<file path="config.mk">
export PLATFORM = sky130hd
export DESIGN_NAME = pico_run_ctrl
export DESIGN_NICKNAME = d
export VERILOG_FILES = /design/src/rtl/pico_run_ctrl.sv
export SDC_FILE = /design/constraint.sdc
export NUM_CORES = 1
export LEC_CHECK = 0
export ABC_CLOCK_PERIOD_IN_PS = 2900
export BUFFER_PORTS_ARGS = -buffer_cell sky130_fd_sc_hd__buf_2
export CAP_MARGIN = 0
export CORE_ASPECT_RATIO = 0.5
export CORE_MARGIN = 10
export CORE_UTILIZATION = 53
export CTS_CLUSTER_DIAMETER = 120
export CTS_CLUSTER_SIZE = 10
export DETAILED_ROUTE_END_ITERATION = 12
export PLACE_DENSITY = 0.9
export SLEW_MARGIN = 0
export SYNTH_ARGS = -nofsm -noshare
export SYNTH_HDL_FRONTEND = slang
export SYNTH_SLANG_ARGS = --single-unit
export TNS_END_PERCENT = 5
</file>
<file path="constraint.sdc">
create_clock -name clk -period 2.9 [get_ports clk]
set_input_delay 0.58 -clock clk [delete_from_list [all_inputs] [get_ports clk]]
set_output_delay 0.58 -clock clk [all_outputs]
set_load 0.05 [all_outputs]
</file>
<file path="src/rtl/pico_run_ctrl.sv">
// Run-control sequencer for the PicoRISC-V core: host byte commands,
// instruction memory loading, and run/step/halt/breakpoint gating.
module pico_run_ctrl #(
    parameter int ADDR_W  = 8,
    parameter int INSTR_W = 16
) (
    input  logic               clk,
    input  logic               rst,
    input  logic               cmd_valid,
    output logic               cmd_ready,
    input  logic [2:0]         cmd_op,
    input  logic [7:0]         cmd_data,
    output logic               imem_we,
    output logic [ADDR_W-1:0]  imem_waddr,
    output logic [INSTR_W-1:0] imem_wdata,
    output logic               core_en,
    output logic               core_rst,
    input  logic               core_done,
    input  logic [ADDR_W-1:0]  core_pc_next,
    output logic [7:0]         status
);

    typedef enum logic [1:0] {
        HALTED = 2'd0,
        RUN    = 2'd1,
        STEP   = 2'd2
    } state_t;

    localparam logic [2:0] OP_SET_ADDR = 3'd0;
    localparam logic [2:0] OP_LOAD     = 3'd1;
    localparam logic [2:0] OP_RUN      = 3'd2;
    localparam logic [2:0] OP_STEP     = 3'd3;
    localparam logic [2:0] OP_HALT     = 3'd4;
    localparam logic [2:0] OP_SET_BP   = 3'd5;
    localparam logic [2:0] OP_CLR_BP   = 3'd6;
    localparam logic [2:0] OP_CORE_RST = 3'd7;

    state_t              state, state_nx;
    logic                core_en_nx, core_rst_nx;
    logic                imem_we_nx;
    logic [ADDR_W-1:0]   waddr_nx;
    logic [INSTR_W-1:0]  wdata_nx;
    logic [ADDR_W-1:0]   wptr, wptr_nx;
    logic [7:0]          lo_byte, lo_byte_nx;
    logic                lo_pend, lo_pend_nx;
    logic                bp_en, bp_en_nx;
    logic [ADDR_W-1:0]   bp_addr, bp_addr_nx;
    logic                bp_hit, bp_hit_nx;
    logic                cmd_err, cmd_err_nx;
    logic                accept;
    logic                bp_match;

    assign cmd_ready = (state != STEP);
    assign accept    = cmd_valid && cmd_ready;
    // Match against the registered breakpoint, so a SET_BP landing
    // together with core_done still compares with the old address.
    assign bp_match  = core_done && bp_en && (core_pc_next == bp_addr);
    assign status    = {state, bp_en, bp_hit, lo_pend, cmd_err, 2'b00};

    always_ff @(posedge clk) begin
        if (rst) begin
            state      <= HALTED;
            core_en    <= 1'b0;
            core_rst   <= 1'b0;
            imem_we    <= 1'b0;
            imem_waddr <= '0;
            imem_wdata <= '0;
            wptr       <= '0;
            lo_byte    <= '0;
            lo_pend    <= 1'b0;
            bp_en      <= 1'b0;
            bp_addr    <= '0;
            bp_hit     <= 1'b0;
            cmd_err    <= 1'b0;
        end else begin
            state      <= state_nx;
            core_en    <= core_en_nx;
            core_rst   <= core_rst_nx;
            imem_we    <= imem_we_nx;
            imem_waddr <= waddr_nx;
            imem_wdata <= wdata_nx;
            wptr       <= wptr_nx;
            lo_byte    <= lo_byte_nx;
            lo_pend    <= lo_pend_nx;
            bp_en      <= bp_en_nx;
            bp_addr    <= bp_addr_nx;
            bp_hit     <= bp_hit_nx;
            cmd_err    <= cmd_err_nx;
        end
    end

    always_comb begin
        state_nx    = state;
        core_en_nx  = core_en;
        core_rst_nx = 1'b0;
        imem_we_nx  = 1'b0;
        waddr_nx    = imem_waddr;
        wdata_nx    = imem_wdata;
        wptr_nx     = wptr;
        lo_byte_nx  = lo_byte;
        lo_pend_nx  = lo_pend;
        bp_en_nx    = bp_en;
        bp_addr_nx  = bp_addr;
        bp_hit_nx   = bp_hit;
        cmd_err_nx  = cmd_err;
        unique case (state)
            HALTED: begin
                if (accept) begin
                    unique case (cmd_op)
                        OP_SET_ADDR: begin
                            wptr_nx    = cmd_data;
                            lo_pend_nx = 1'b0;
                        end
                        OP_LOAD: begin
                            if (lo_pend) begin
                                imem_we_nx = 1'b1;
                                waddr_nx   = wptr;
                                wdata_nx   = {cmd_data, lo_byte};
                                wptr_nx    = wptr + ADDR_W'(1);
                                lo_pend_nx = 1'b0;
                            end else begin
                                lo_byte_nx = cmd_data;
                                lo_pend_nx = 1'b1;
                            end
                        end
                        OP_RUN: begin
                            state_nx   = RUN;
                            core_en_nx = 1'b1;
                            bp_hit_nx  = 1'b0;
                        end
                        OP_STEP: begin
                            state_nx   = STEP;
                            core_en_nx = 1'b1;
                            bp_hit_nx  = 1'b0;
                        end
                        OP_HALT: ;
                        OP_SET_BP: begin
                            bp_addr_nx = cmd_data;
                            bp_en_nx   = 1'b1;
                        end
                        OP_CLR_BP: bp_en_nx = 1'b0;
                        OP_CORE_RST: begin
                            core_rst_nx = 1'b1;
                            cmd_err_nx  = 1'b0;
                        end
                        default: ;
                    endcase
                end
            end
            RUN: begin
                if (accept) begin
                    unique case (cmd_op)
                        OP_HALT: begin
                            state_nx   = HALTED;
                            core_en_nx = 1'b0;
                        end
                        OP_SET_BP: begin
                            bp_addr_nx = cmd_data;
                            bp_en_nx   = 1'b1;
                        end
                        OP_CLR_BP: bp_en_nx = 1'b0;
                        default:   cmd_err_nx = 1'b1;
                    endcase
                end
                if (bp_match) begin
                    state_nx   = HALTED;
                    core_en_nx = 1'b0;
                    bp_hit_nx  = 1'b1;
                end
            end
            STEP: begin
                if (core_done) begin
                    state_nx   = HALTED;
                    core_en_nx = 1'b0;
                end
            end
            default: begin
                state_nx   = HALTED;
                core_en_nx = 1'b0;
            end
        endcase
    end

endmodule
</file>
==> Yosys cells after proc, flatten, opt, wreduce, memory -nomap -nowiden <==
Cells that the tools add are included.
{ "totals": {"inputBits": 23, "register_bits": 57, "wordCells": 93, "output_inout_bits": 36} }
{ "classes": {"muxes": 30, "n_reduce_logical": 23, "n_eq_ne": 22, "n_bitwise": 4, "addsub": 1} }
{ "op_table": {"columns": ["op", "n"], "rows": [
  ["$mux W1", 16],
  ["$ne A2 B2 Y1 const B", 8],
  ["$pmux W8 S2", 1],
  ["$reduce_and A4 Y1", 4],
  ["$reduce_and A5 Y1", 3],
  ["$eq A3 B3 Y1 const B", 4],
  ["$mux W2", 5],
  ["$reduce_and A3 Y1", 3],
  ["$add A8 B1 Y8 const B", 1],
  ["$eq A8 B8 Y1", 1],
  ["$mux W8", 1],
  ["$pmux W1 S2", 4],
  ["$eq A3 B2 Y1 const B", 2],
  ["$pmux W2 S3", 1],
  ["$reduce_bool A2 Y1", 3],
  ["$reduce_or A3 Y1", 2],
  ["$not A1 Y1", 4],
  ["$pmux W2 S2", 1],
  ["$reduce_or A2 Y1", 2],
  ["$reduce_or A4 Y1", 1],
  ["$eq A3 B1 Y1 const B", 1],
  ["$logic_and A1 B1 Y1", 3],
  ["$logic_not A3 Y1", 1],
  ["$ne A3 B1 Y1 const B", 1],
  ["7 further kinds", 7]
]} }

==> Depth between registers and ports, before layout <==
Gate-level depths: netlist of run 1.
{ "depth": {"depth_word": 5, "depth_mapped": 8, "mapped_depth_nobuf": 6} }

==> Worst setup path after synthesis of run 1 <==
No wires, ideal clock.
{ "synth_timing": {"path_kind": "register -> register", "from": "reg state[1]", "to": "reg wptr[0]", "period_less_slack_ns": 2.291, "setup_ns": 0.074, "n_path_buf": 3, "arrival_ns": 2.217, "stages_incl_launch_ff": 8, "required_ns": 2.826, "path_slack_ns": 0.609, "cell_sequence": "dfxtp_1 buf_6 or3b_1 buf_2 or4_1 buf_2 or3_1 a31oi_1"} }
{ "synth_via": {"elab_chain_len": 3, "elab_cells_between_ends": 4, "cone_classes": "eq/ne: 1; reduce/logical: 3"} }
{ "synth_lines": {"columns": ["item", "line_no", "source"], "rows": [
  ["from (decl)", "38", "state_t state, state_nx;"],
  ["from (signal assigned)", "76", "state <= state_nx;"],
  ["$ne A2 B2 Y1", "53", "assign cmd_ready = (state != STEP);"],
  ["$logic_and A1 B1 Y1", "54", "assign accept = cmd_valid && cmd_ready;"],
  ["$reduce_and A4 Y1 (no source line) *", null, null],
  ["to (signal assigned)", "82", "wptr <= wptr_nx;"],
  ["to (decl)", "43", "logic [ADDR_W-1:0] wptr, wptr_nx;"]
]} }
Every way passes the cells marked *; elsewhere a longest branch is shown, timed or not.
A chain may end at the register's enable or synchronous reset.

==> Worst setup path after layout of run 1 <==
{ "layout_timing": {"from": "reg state[0]", "to": "reg wptr[3]"} }
The elaborated chain is that of the path after synthesis.

==> results of run 1 <==
==> power breakdown <==
group	total [mW]	internal, mW	leakage [nW]	switching, mW
clock	0.670	0.354	0.0846	0.315
sequential	0.816	0.798	0.460	0.0176
combinational	0.170	0.0567	0.658	0.113
==> per-stage QoR <==
step / utilization / instances / instance area, sq um
after floorplan: - / 297 / 2466
after global placement: 0.6153 / 388 / 2735
after detailed placement: 0.6153 / 388 / 2735
after CTS: 0.6563 / 404 / 2918
after global routing: 0.6563 / 404 / 2918
final: 0.6563 / 404 / 2918
==> worst register-to-register path: stages (launching register included) <==
cell       delay [ns]
dfxtp_1          0.43
or3b_1           0.51
nor4_2           0.76
o21ai_0          0.32
a2bb2oi_1        0.27
nor2_1           0.06
==> registers in the layout (all words and copies together) (netlist names) <==
signal / flops
imem_wdata: 16
bp_hit: 1
bp_addr: 8
cmd_err: 1
imem_we: 1
lo_pend: 1
core_rst: 1
state: 2
core_en: 1
wptr: 8
lo_byte: 8
imem_waddr: 8
bp_en: 1
==> routing by layer <==
layer	vias to the layer above	GRT usage	routed length (um)
met3	24	0.04887	528
met4	0	0.08359	150
met1	1102	0.1942	2626
li1	1093	-	-
met2	98	0.3224	3544
met5	-	0	0
==> cells in the mapped netlist (4+ instances only) <==
library cell  number  share of area
xnor2_1            8          0.028
o21ai_0            8          0.016
mux2i_1           17          0.069
nor3_1             4         0.0081
clkbuf_1          16          0.024
nand3_1            6          0.012
dfxtp_1           57           0.46
buf_4              6          0.018
a31oi_1            5          0.013
nand2_1           61          0.093
nor2_1            25          0.038
a21oi_1           36          0.073
==> final cells by class <==
| cell class | instances | area [sq um] |
|---|---|---|
| Fill cell | 336 | 1528 |
| Multi-Input combinational cell | 210 | 1194 |
| Sequential cell | 57 | 1141 |
| Timing Repair Buffer | 61 | 317.8 |
| Clock buffer | 12 | 155.1 |
| Tap cell | 57 | 71.32 |
| Clock inverter | 4 | 27.53 |
| Inverter | 3 | 11.26 |
==> cells by family after synthesis <==
| logic type | synth area share |
|---|---|
| and+or+nand+nor | 0.2261 |
| AOI/OAI and AO/OA | 0.1423 |
| DFF | 0.4634 |
| buffers and inverters | 0.05945 |
| muxes | 0.07368 |
| xor gates and xnor gates | 0.02846 |
| adders and majority gates | 0.005080 |
| other | 0.001523 |
==> path summary, 6_finish.rpt <==
| path | startpoint | endpoint | slack (ns) | cells past startpoint |
|---|---|---|---|---|
| setup reg to reg | state[0] | wptr[3] | 0.43 | 5 |
| hold / removal | imem_wdata[13] | imem_wdata[13] | 0.45 | 2 |
| hold reg to reg | imem_wdata[13] | imem_wdata[13] | 0.45 | 2 |
| setup / recovery | state[0] | wptr[3] | 0.43 | 5 |
==> impl_metrics.yaml, run 1 <==
status:
  status: "finished clean"
yosys:
  yosys_warnings: 0
  avgSynthCellArea_sq_um: 8.319
  synth_async_sr_flop_share: 0
  synthesis.area_sq_um: 2462
  ys_dominant_reg_cell: "dfxtp_1"
  syn_inst: 296
  seq_area_frac_synth: 0.4634
  synth_edf_count: 0
  ys_seq_elements: 57
  ys_types: 42
placement:
  portBuffers: 56
  place.gp.congestion: 0.8882
  place_hpwl_um: 4728
  dp_slack_ns: 0.3027
global_routing:
  track_usage: 0.1778
  antenna_found_initial: 0
  grt_max_degree: 36
  grt_pass1_vias: 2208
  overflow: 0
  grt_pass1_wl_um: 11020
detailed_routing:
  drt_wl_total_um: 6851
  initialDrtViolationCount: 233
  post_drt_wl_per_cell_um: 16.96
  vias: 2317
  drt-vias-per-instance: 5.735
  drc_errors: 0
  first_pass_iters: 5
  ant_nets: 0
timing:
  max_freq_mhz: 404.9
  layout_min_cycle_time_ns: 2.470
  drv_slew: 0
  relSlewSlack: 0.4186
  rsz0062_at_grt: "false"
  fin_tns_setup_ns: 0
  fin_skew_ns: 0.006454
  period_share: 0.8517
  tightest_slew_ns: 0.8649
  hold_viol: 0
  setup_ws_ns: 0.4300
  setup_viol: 0
  whs_ns: 0.4510
power_and_ir_drop:
  p_per_area_nw_per_um2: 567.5
  p_leak_nw: 1.203
  peakVddDrop_v: 0.0002207
  finalPower_mw: 1.656
critical_path:
  critPathRequiredTime_ns: 3.12
  cp.arrival_ns: 2.69
  slowest_stage: "nor4_2"
  critical-path-top-delay-family: "simple AND/OR/NAND/NOR gates"
  path_buf_inv: 0
  path_class: "reg2reg"
  cp_cell_sequence: "or3b_1 -> nor4_2 -> o21ai_0 -> a2bb2oi_1 -> nor2_1"
  critPathLaunchType: "register"
  crit_path_max_incr_delay_ns: 0.76
  cp_max_fo: 11
  end_kind: "register"
floorplan:
  die_h_um: 68.20
  fp.coreArea_sq_um: 4446
  start_util: 0.5539
  dieArea_sq_um: 7938
  fp.dieW_um: 116.4
  ios: 59
  std_cell_rows: 17
clock_network:
  post-cts-setup-buffer-count: 0
  clk_pin_slew_ns: 0.06
  htreeDepth: 3
  cts_buffers: 9
  cts_hold_buf: 0
  cts_tree: "yes"
  insertion_delay_ns: 0.34
  postCtsResizedCells: 0
  clock-sinks: 57
  clockBufferDepth: 2
  cts-root-buf: "clkbuf_8"
layout:
  diodes: 0
  syn_to_final_growth_pct: 18.50
  mostFrequentLayoutCells: "nand2_1 (61), dfxtp_1 (57), buf_2 (56)"
  final_common_cell: "nand2_1"
  drive_gt1_frac: 0.2392
  final_nets: 366
worst_hold_path:
  hp-class: "reg2reg"
run:
  max-cap-violations: 0
(Power assumes the default switching activity.)
==> inputs of run 2 (changes only) <==
--- a/config.mk
+++ b/config.mk
@@ -14,7 +14,7 @@
 export CTS_CLUSTER_DIAMETER = 120
 export CTS_CLUSTER_SIZE = 10
 export DETAILED_ROUTE_END_ITERATION = 12
-export PLACE_DENSITY = 0.9
+export PLACE_DENSITY = 0.76
 export SLEW_MARGIN = 0
 export SYNTH_ARGS = -nofsm -noshare
 export SYNTH_HDL_FRONTEND = slang
==> run 2 against run 1 <==
  * Clock skew fell by 0.0017 ns
  * Register-to-register slack better by 0.29 ns
  * Fmax rose by 13%
  * Critical path depth decreased by 1
  * Global-route usage shrank 1.4 points
  * Sequential power hardly changed
  * Highest routed layer unchanged
==> impl_metrics.yaml, run 2 (synthesized netlist as in run 1, its figures left out) <==
status:
  status: "finished clean"
power_and_ir_drop:
  p_leak_nw: 1.239
  p_clk_frac: 0.460
  pwr-share-comb: 0.092
  peakVddDrop_v: 0.0003550
  p_per_area_nw_per_um2: 612.4
  p_int_mw: 1.382
  swShare: 0.2403
  seq_power_share: 0.448
  p_sw_uw: 437.4
  finalPower_mw: 1.820
floorplan:
  start_util: 0.5539
  std_cell_rows: 17
  fp.dieW_um: 116.4
  dieArea_sq_um: 7938
  ios: 59
  fp.coreArea_sq_um: 4446
  die_h_um: 68.20
timing:
  fin_tns_setup_ns: 0
  max_freq_mhz: 458.9
  rsz0062_at_grt: "false"
  layout_min_cycle_time_ns: 2.179
  relSlewSlack: 0.6447
  period_share: 0.7515
  fin_skew_ns: 0.004733
  setup_viol: 0
  hold_viol: 0
  whs_ns: 0.4499
  drv_slew: 0
  tightest_slew_ns: 0.5317
clock_network:
  cts_buffers: 9
  cts-root-buf: "clkbuf_8"
  cts_hold_buf: 0
  clockBufferDepth: 2
  postCtsResizedCells: 0
  post-cts-setup-buffer-count: 0
  cts_tree: "yes"
  clock-sinks: 57
  htreeDepth: 3
  clk_pin_slew_ns: 0.06
  insertion_delay_ns: 0.33
critical_path:
  critPathLaunchType: "register"
  startpoint: "state[0]"
  crit-reg2reg-launch: "state[0]"
  end_kind: "register"
  cp.arrival_ns: 2.44
  critPathRequiredTime_ns: 3.16
  r2r_slack_ns: 0.72
  path_class: "reg2reg"
  reg2reg_to: "wptr[0]"
  cp_max_fo: 11
  r2r_cells: 4
  cp-endpoint: "wptr[0]"
layout:
  final_nets: 367
  final_common_cell: "nand2_1"
  drive_gt1_frac: 0.2443
  diodes: 0
  utilization: 0.6684
  mostFrequentLayoutCells: "nand2_1 (61), dfxtp_1 (57), buf_2 (56)"
  syn_to_final_growth_pct: 20.68
  largest_reg_flops: 16
  regMostFlops: "imem_wdata"
global_routing:
  gr-usage-met2: 0.2866
  gr-usage-met3: 0.05585
  busiest_layer: "met2"
  grtUsageMet1: 0.1794
  overflow: 0
  grt_max_degree: 33
  grt_pass1_vias: 2159
  track_usage: 0.1640
  grt_pass1_wl_um: 10170
  antenna_found_initial: 0
detailed_routing:
  first_pass_iters: 4
  ant_nets: 0
  drt_wl_total_um: 6175
  drc_errors: 0
  initialDrtViolationCount: 122
  post_drt_wl_per_cell_um: 15.25
  drt-vias-per-instance: 5.407
  vias: 2190
placement:
  portBuffers: 56
  place_hpwl_um: 4367
  place.gp.congestion: 0.8222
worst_hold_path:
  hp-class: "reg2reg"
  worstHoldPathCells: 2
run:
  max-cap-violations: 0
## run 2: cell types whose count changed in the layout (fill, tap and decap cells not counted)
| cell | delta |
|---|---|
| buf_4 | +1 |
| bufinv_16 | +2 |
| clkinv_2 | +1 |
| clkinvlp_4 | -2 |
| clkbuf_1 | -1 |
## run 2: per-layer routing
metal,routed length [um],vias to the layer above
met5,0,-
met4,119,0
met3,456,16
met2,3053,62
met1,2547,1016
li1,-,1096
## run 2: area by class of cell
cell class	count	area (sq um)
fill	391	1474
multi-input combinational	210	1194
sequential	57	1141
timing repair buffer	62	325.3
clock buffer	11	151.4
clock inverter	5	77.57
tap	57	71.32
inverter	3	11.26
## run 2: how the worst min path moves through the flow
| stage | startpoint | slack, ns | to |
|---|---|---|---|
| after global routing | imem_wdata[9] | 0.47 | imem_wdata[9] |
| after floorplan | lo_byte[0] | 0.43 | imem_wdata[0] |
| after CTS | imem_waddr[4] | 0.45 | imem_waddr[4] |
| after detailed placement | imem_waddr[4] | 0.44 | imem_waddr[4] |
| after global placement | lo_byte[6] | 0.44 | imem_wdata[6] |
| final | imem_waddr[3] | 0.45 | imem_waddr[3] |
## run 2: per-stage QoR
step / std cells / cell area [sq um] / setup WS (ns)
floorplan: 297 / 2466 / 0.6091
global placement: 389 / 2743 / 0.5557
detailed placement: 389 / 2743 / 0.5450
CTS: 405 / 2972 / 0.7161
global route: 405 / 2972 / 0.5638
finish: 405 / 2972 / 0.7208
## run 2: critical path, stage by stage, from the launching register on
cell     delay (ns)
dfxtp_1        0.43
or3b_1         0.51
or4_1          0.66
or3_1          0.36
a31oi_1        0.15
## run 2: power by group through the flow
stage                     logic [mW]  registers, mW  clock network (mW)
final                          0.167          0.815               0.838
after global routing           0.183          0.818               0.887
after CTS                      0.168          0.815               0.849
after detailed placement       0.166          0.833                   0
after global placement         0.161          0.831                   0
after floorplan                0.107          0.843                   0
==> inputs of run 3 (changes only) <==
--- a/config.mk
+++ b/config.mk
@@ -5,16 +5,17 @@
 export SDC_FILE = /design/constraint.sdc
 export NUM_CORES = 1
 export LEC_CHECK = 0
-export ABC_CLOCK_PERIOD_IN_PS = 2900
+export ABC_AREA = 1
+export ABC_CLOCK_PERIOD_IN_PS = 2000
 export BUFFER_PORTS_ARGS = -buffer_cell sky130_fd_sc_hd__buf_2
 export CAP_MARGIN = 0
 export CORE_ASPECT_RATIO = 0.5
 export CORE_MARGIN = 10
-export CORE_UTILIZATION = 53
+export CORE_UTILIZATION = 47
 export CTS_CLUSTER_DIAMETER = 120
 export CTS_CLUSTER_SIZE = 10
 export DETAILED_ROUTE_END_ITERATION = 12
-export PLACE_DENSITY = 0.76
+export PLACE_DENSITY = 0.71
 export SLEW_MARGIN = 0
 export SYNTH_ARGS = -nofsm -noshare
 export SYNTH_HDL_FRONTEND = slang
==> constraint.sdc (replaced) <==
create_clock -name clk -period 2 [get_ports clk]
set_input_delay 0.4 -clock clk [delete_from_list [all_inputs] [get_ports clk]]
set_output_delay 0.4 -clock clk [all_outputs]
set_load 0.05 [all_outputs]
==> run 3 against run 2 <==
  * Sequential share of layout area rose by 0.66 points
  * Wire length fell by 1.1%
  * Clock power rose by 16%
  * Utilization fell by 7.9 points
  * Worst hold slack got worse by 0.087 ns
  * Sequential power rose by 44%
  * Clock skew rose by 0.0049 ns
  * Critical endpoint is now wptr[5]
==> impl_metrics.yaml, run 3 <==
status:
  status: "finished clean"
floorplan:
  start_util: 0.4891
  ios: 59
  std_cell_rows: 18
  die_h_um: 70.78
  dieArea_sq_um: 8603
  fp.dieW_um: 121.6
  fp.coreArea_sq_um: 4955
timing:
  setup_ws_ns: 0.4538
  drv_slew: 0
  fin_tns_setup_ns: 0
  fin_skew_ns: 0.009662
  max_freq_mhz: 646.7
  period_share: 0.7731
  whs_ns: 0.3625
  rsz0062_at_grt: "false"
  layout_min_cycle_time_ns: 1.546
  hold_viol: 0
  setup_viol: 0
global_routing:
  grt_pass1_vias: 2148
  grt_pass1_wl_um: 10120
  overflow: 0
  grt_max_degree: 43
  antenna_found_initial: 0
  track_usage: 0.1456
detailed_routing:
  initialDrtViolationCount: 153
  first_pass_iters: 4
  ant_nets: 0
  drt_wl_total_um: 6109
  vias: 2243
  post_drt_wl_per_cell_um: 13.22
  drc_errors: 0
  drt-vias-per-instance: 4.855
clock_network:
  clock-sinks: 57
  cts-root-buf: "clkbuf_8"
  cts_tree: "yes"
  insertion_delay_ns: 0.34
  post-cts-setup-buffer-count: 0
  cts_hold_buf: 0
  clockBufferDepth: 2
  cts_buffers: 9
  postCtsResizedCells: 0
  clk_pin_slew_ns: 0.07
  htreeDepth: 3
yosys:
  ys_types: 27
  ys_dominant_reg_cell: "dfxtp_1"
  netlist_top_cells_count: "dfxtp_1 (57), nor2_1 (55), nand2_1 (45)"
  syn_inst: 332
  seq_area_frac_synth: 0.4708
  ys_seq_elements: 57
  yosys_warnings: 0
  yosys-top-cells-area: "dfxtp_1 (47%), nor2_1 (8.5%), a21oi_1 (7.2%), nand2_1 (7.0%), o21ai_0 (6.2%)"
  yosysTopAreaCell: "dfxtp_1"
  avgSynthCellArea_sq_um: 7.300
  synthesis.area_sq_um: 2424
  synth_edf_count: 0
  yosysMostFrequentCell: "dfxtp_1"
  yosysTopAreaCellShare: 0.4708
  synth_async_sr_flop_share: 0
layout:
  final_common_cell: "dfxtp_1"
  multiInputGateArea_sq_um: 1047
  regMostFlops: "imem_wdata"
  mostFrequentLayoutCells: "dfxtp_1 (57), buf_2 (56), nor2_1 (55)"
  num-fill-cells: 483
  stdcell_count: 462
  drive_gt1_frac: 0.2245
  seqCellArea_sq_um: 1141
  largest_reg_flops: 16
  syn_to_final_growth_pct: 20.55
  diodes: 0
  final_nets: 411
critical_path:
  critPathRequiredTime_ns: 2.25
  cp.arrival_ns: 1.80
  cp_max_fo: 10
  path_class: "reg2reg"
  critPathLaunchType: "register"
  crit-reg2reg-launch: "state[1]"
  cp-endpoint: "wptr[5]"
  end_kind: "register"
  reg2reg_to: "wptr[5]"
  r2r_cells: 7
  startpoint: "state[1]"
  r2r_slack_ns: 0.45
power_and_ir_drop:
  peakVddDrop_v: 0.0003366
  p_leak_nw: 1.431
  p_per_area_nw_per_um2: 803.7
  finalPower_mw: 2.348
placement:
  place.gp.congestion: 0.9151
  dp_cells: 446
  place_hpwl_um: 4551
  dp_slack_ns: 0.3452
  portBuffers: 56
run:
  max-cap-violations: 0
worst_hold_path:
  hp-class: "in2reg"
run 3: cell types whose count changed in the layout (fill, tap and decap cells not counted), moves of 8 or more:
cell and delta:
o21ai_0 +22, inv_1 +30, nand2_1 -16, o21ai_1 +22, xnor2_1 -8, nor2_1 +30, mux2i_1 -17
run 3: worst max-delay path, cell delays in order (launching register included):
cell and delay [ns]:
dfxtp_1 0.34, nor2_1 0.18, nand2_2 0.14, inv_2 0.13, o211ai_2 0.18, inv_2 0.19
o21ai_1 0.09, a211oi_1 0.22
run 3: worst min path at each step:
stage          depth (start not counted)        endpoint   startpoint  slack [ns]
2_1_floorplan                          2         cmd_err      cmd_err        0.44
4_1_cts                                3  imem_wdata[10]  cmd_data[2]        0.35
3_5_place_dp                           2      bp_addr[2]   bp_addr[2]        0.46
5_1_grt                                3         wptr[2]  cmd_data[2]        0.35
3_3_place_gp                           2         core_en      core_en        0.45
6_report                               3         wptr[2]  cmd_data[2]        0.36
run 3: power breakdown:
part | internal, mW | switching [mW] | total (mW)
clock | 0.483 | 0.487 | 0.970
combinational | 0.0629 | 0.141 | 0.204
sequential | 1.16 | 0.0155 | 1.17
run 3: final cells by class:
class                      instances  area share
timing repair buffer              61      0.1131
clock inverter                     6     0.01456
clock buffer                      10     0.04711
inverter                          36     0.04625
tap                               70     0.02998
sequential                        57      0.3906
multi-input combinational        222      0.3585
run 3: kinds of logic (layout without fill, tap and decap cells):
kind of cell    count (synthesis)  in the layout  synth area share
flops                          57             57            0.4708
xor+xnor                        3              3           0.01084
other cells                     1              2          0.001547
fa+ha+maj                       1              1          0.005162
buf+inv                        54            113           0.09860
compound gates                 95             95            0.2044
simple gates                  121            121            0.2086
run 3: stage by stage:
step           cell area, sq um    util
3_3_place_gp               2741  0.5533
4_1_cts                    2922  0.5896
3_5_place_dp               2741  0.5533
2_1_floorplan              2427       -
6_report                   2922  0.5896
5_1_grt                    2922  0.5896
run 3: layer usage:
layer  GRT usage  vias up  part of all wire
li1            -     1184                 -
met1      0.1713      992              0.45
met2      0.2245       60              0.45
met3     0.06888        7             0.081
met4     0.05913        0             0.012
met5           0        -                 0
